### src/rtl/serial_adder.sv
// serial_adder: bit-serial, LSB-first adder that reuses one full adder for WIDTH cycles.
// Optional subtract mode (adds the Sub port) is built when SERIAL_ADDER_SUB_EN is defined.
module serial_adder #(
  parameter int WIDTH = 8
) (
  input  logic             Clk,
  input  logic             Rst_n,
  input  logic             Start,
`ifdef SERIAL_ADDER_SUB_EN
  input  logic             Sub,
`endif
  input  logic [WIDTH-1:0] A,
  input  logic [WIDTH-1:0] B,
  output logic [WIDTH-1:0] Sum,
  output logic             Carry,
  output logic             Busy,
  output logic             Done
);

  localparam int CW = $clog2(WIDTH);

  typedef enum logic [1:0] {
    IDLE,
    RUN,
    DONE
  } state_t;

  state_t           state;
  logic [WIDTH-1:0] a_sr;
  logic [WIDTH-1:0] b_sr;
  logic [WIDTH-1:0] psum;
  logic [CW-1:0]    cnt;
  logic             cy;

  // Operand B and the carry seed as loaded on Start acceptance.
  logic [WIDTH-1:0] b_load;
  logic             cy_load;

`ifdef SERIAL_ADDER_SUB_EN
  // A - B is computed as A + ~B + 1, so the carry out doubles as "no borrow".
  assign b_load  = Sub ? ~B : B;
  assign cy_load = Sub;
`else
  assign b_load  = B;
  assign cy_load = 1'b0;
`endif

  // Full adder built from two half adders and an OR gate.
  logic ha0_s, ha0_c, ha1_c;
  logic fa_s, fa_c;

  assign ha0_s = a_sr[0] ^ b_sr[0];
  assign ha0_c = a_sr[0] & b_sr[0];
  assign fa_s  = ha0_s ^ cy;
  assign ha1_c = ha0_s & cy;
  assign fa_c  = ha0_c | ha1_c;

  // NOTE: every flop here, datapath included, is cleared by reset so an abandoned
  // operation leaves no residue; all sequential updates use non-blocking assignment.
  always_ff @(posedge Clk or negedge Rst_n) begin
    if (!Rst_n) begin
      state <= IDLE;
      a_sr  <= '0;
      b_sr  <= '0;
      psum  <= '0;
      cnt   <= '0;
      cy    <= 1'b0;
      Sum   <= '0;
      Carry <= 1'b0;
      Busy  <= 1'b0;
      Done  <= 1'b0;
    end else begin
      // Status flags are registered copies of the current state.
      Busy <= (state == RUN);
      Done <= (state == DONE);

      case (state)
        IDLE: begin
          if (Start) begin
            a_sr  <= A;
            b_sr  <= b_load;
            psum  <= '0;
            cnt   <= '0;
            cy    <= cy_load;
            state <= RUN;
          end
        end

        RUN: begin
          a_sr <= a_sr >> 1;
          b_sr <= b_sr >> 1;
          psum <= {fa_s, psum[WIDTH-1:1]};
          cy   <= fa_c;
          if (cnt == CW'(WIDTH - 1)) begin
            cnt   <= '0;
            Sum   <= {fa_s, psum[WIDTH-1:1]};
            Carry <= fa_c;
            state <= DONE;
          end else begin
            cnt <= cnt + CW'(1);
          end
        end

        DONE: state <= IDLE;

        default: state <= IDLE;
      endcase
    end
  end

endmodule

### config.mk
export PLATFORM = sky130hd
export DESIGN_NAME = serial_adder
export DESIGN_NICKNAME = d
export VERILOG_FILES = /design/src/rtl/serial_adder.sv
export SDC_FILE = /design/constraint.sdc
export NUM_CORES = 1
export LEC_CHECK = 0
export CORE_MARGIN = 3
export CORE_UTILIZATION = 35
export DETAILED_ROUTE_END_ITERATION = 10
export PLACE_DENSITY_LB_ADDON = 0.15
export SLEW_MARGIN = 20
export SYNTH_ARGS = -nofsm -noshare
export SYNTH_HDL_FRONTEND = slang
export SYNTH_SLANG_ARGS = --single-unit
### constraint.sdc
create_clock -name Clk -period 1.95 [get_ports Clk]
set_input_delay 0.39 -clock Clk [delete_from_list [all_inputs] [get_ports Clk]]
set_output_delay 0.39 -clock Clk [all_outputs]
set_load 0.1 [all_outputs]
==> summary.txt <==
Status
  – Status: finished, final reports clean

Die
  – Row Count: 24
  – DIE AREA: 0.005769 mm²
  – Die height: about 76 µm
  – Die Width: about 76 µm
  – Starting Density: 37.78%
  – IO Count: 30
  – Core area: 0.004534 mm²

CTS
  – Setup Buffers After CTS: 0
  – Total CTS buffers: 5
  – TritonCTS clock tree: yes
  – Clk slew on worst S/H paths: approximately 0.08 ns
  – Hold Buf Count CTS: 0
  – Clk root buf: clkbuf_8
  – H-tree depth: 2
  – Clock Path Buffers: 2
  – Clk_lat worst skew: 0.29 ns
  – Sink Count: 40
  – PostCTS Resize Cnt: 0

Placement
  – Hpwl dp: 2.310 mm
  – Port bufs: 29
  – Final Wtd Congestion: between 0.7 and 0.8
  – DP Worst Slack: 0.2065 ns

STA
  – Slew Limit Fails: 0
  – Setup slack after layout: roughly 0.47 ns
  – Final hold viol count: 0
  – Clock Skew: ~0.0082 ns
  – Period utilization: between 70% and 80%
  – RSZ-0062 raised after global routing: false
  – Period minus WS final: around 1.5 ns
  – Final setup viols: 0
  – Fmax: slightly below 700 MHz
  – Setup TNS: 0 ns
  – Worst Max-Slew Pin Slew: around 0.52 ns
  – Slew HR: between 60% and 70%

Detailed routing
  – Routed wire length: 3.392 mm
  – Drc violations: 0
  – WL/cell: ~15 µm
  – Vias post-DR: approximately 1200
  – Vias per inst: 5.159
  – DR iter-0 viols: 56
  – DRT antenna net count: 0
  – Pre-antenna DRT Iters: 4

Cells and area
  – Share of cells above drive strength 1: between 20% and 30%
  – Net count reported at finish: 189
  – Diode count: 0
  – FILL cells: approximately 420
  – Area Growth Syn to Fin: 25.71%

Logic synthesis
  – Yosys cell types: 22
  – Sequential share of the synthesized area: roughly three fifths
  – Number of flops mapped to enable cells by yosys: 0
  – Fraction of registers with async set/reset: 100.0%
  – Ranking of synthesized cells by area: dfrtp_1, o22ai_1, mux2_4
  – Post-Syn Nets: 159
  – Synth Flop Type: dfrtp_1
  – Most common cell in the synthesized netlist: dfrtp_1
  – Syn Area/Cell: about 13 µm²
  – Number of synthesized register bits: 40
  – Synth area leader: dfrtp_1
  – Cell Area, Synth: 0.001713 mm²
  – Synth cell count leaders: dfrtp_1, o22ai_1, a21oi_1
  – Syn. warnings: 0
  – Post-synthesis cell count: roughly 140
  – Synth top area share: between 50% and 60%

Setup path
  – Critical path class: in -> reg
  – Critical-path cell list: clkdlybuf4s50_1 > nand2b_1 > o22ai_1 > a21oi_1
  – WP data required: around 2.1 ns
  – Slowest-stage cell, CP: clkdlybuf4s50_1
  – CP max FO: 13
  – Crit start category: input port
  – Data arrival, critical path: 1.64 ns
  – CP endpoint kind: register
  – Crit path largest cell delay: approximately 0.57 ns

Global route
  – All-Layer GR Usage: between 10% and 20%
  – Number of global-route vias before repair: about 1200
  – First-pass GRT wire length: ~5.9 mm
  – Congestion Overflow GR: 0
  – Antenna violations before repair: 0
  – Pin count of the biggest net entering global routing: 23

Power and ir drop
  – Worst IR Drop VDD: between 0.6 and 0.7 mV
  – Pleak: a little under 1 nW
  – PwrDens: around 1900 mW/mm²

Flow run
  – Max-cap violations: 0

Hold path
  – Hold Crit Class: in -> async
worst paths after layout:
path                                         start                  end  slack, ns  cells after the start
worst min-delay path                         Rst_n   Sum[1]$_DFFE_PN0P_       0.04                      1
worst max-delay path                         Start  b_sr[1]$_DFFE_PN0P_       0.47                      4
min in group Clk                cnt[0]$_DFFE_PN0P_   cnt[0]$_DFFE_PN0P_       0.50                      1
worst min register to register  cnt[0]$_DFFE_PN0P_   cnt[0]$_DFFE_PN0P_       0.50                      1
max in group asynchronous                    Rst_n  a_sr[2]$_DFFE_PN0P_       1.42                      2
worst max register to register  cnt[0]$_DFFE_PN0P_    Carry$_DFFE_PN0P_       0.48                      4
per-stage QoR:
step                cells  power [mW]  util (%)  instance area, µm²  hold WS, ns
detailed placement    225       3.353     44.81                2032       0.3868
CTS                   233       4.068     47.49                2153      0.06610
floorplan             137       2.983         -                1713      0.09441
global route          233       4.288     47.49                2153      0.06622
finish                233       4.035     47.49                2153      0.04494
global placement      225       3.311     44.81                2032       0.3778
registers in the layout, indices dropped and copies added (netlist names):
register	flops
Carry	1
state	2
psum	7
b_sr	8
cy	1
Busy	1
Sum	8
a_sr	8
Done	1
cnt	3
where the power goes:
part           switching, mW  leakage [nW]  internal, mW
Sequential             0.265         0.492          1.20
Clock                  0.296        0.0614         0.419
Combinational           1.21         0.420         0.648
kinds of logic after synthesis:
logic type                 Yosys count  share of synthesized area (%)
buffers and inverters               15                          5.186
adders and majority gates            3                          2.629
AOI/OAI and AO/OA                   58                          21.33
and+or+nand+nor                     12                          4.529
DFF                                 40                          58.44
muxes                                9                          7.889
cell usage in the layout (no fill, tap or decap):
cell type,count
fa_1,1
o21ai_0,5
inv_8,1
nor2_1,3
buf_2,1
buf_12,1
buf_4,14
dfrtp_1,40
nand2_1,3
inv_1,4
nor2b_1,2
nand2b_1,2
a22o_1,10
ha_1,2
clkinv_4,1
o22ai_1,26
nand2_8,1
clkdlybuf4s50_1,17
clkbuf_8,6
a21oi_1,15
mux2_4,9
or4b_1,1
o21bai_1,1
bufinv_16,1
o31ai_1,1
cell type report:
cell class | instances | area [µm²] | area share, %
clock inverters | 2 | 38.79 | 1.801
repair buffers | 33 | 300.3 | 13.95
flip-flops and latches | 40 | 1001 | 46.48
well taps | 65 | 81.33 | 3.777
inverters | 5 | 26.28 | 1.220
clock buffers | 6 | 82.58 | 3.835
multi-input cells | 82 | 623.1 | 28.94
critical path: cells and delay by family:
kind            cells  cell delay (ns)
buf+inv             1             0.57
simple gates        1             0.34
compound gates      2             0.34
layer usage:
metal | GRT usage [%] | vias up | wire, µm
li1 | - | 573 | -
met1 | 16.55 | 584 | 1623
met2 | 19.50 | 38 | 1544
met3 | 4.265 | 7 | 163
met4 | 4.891 | 0 | 60
met5 | 0 | - | 0
Note: power is estimated with default switching activity, not from simulation.
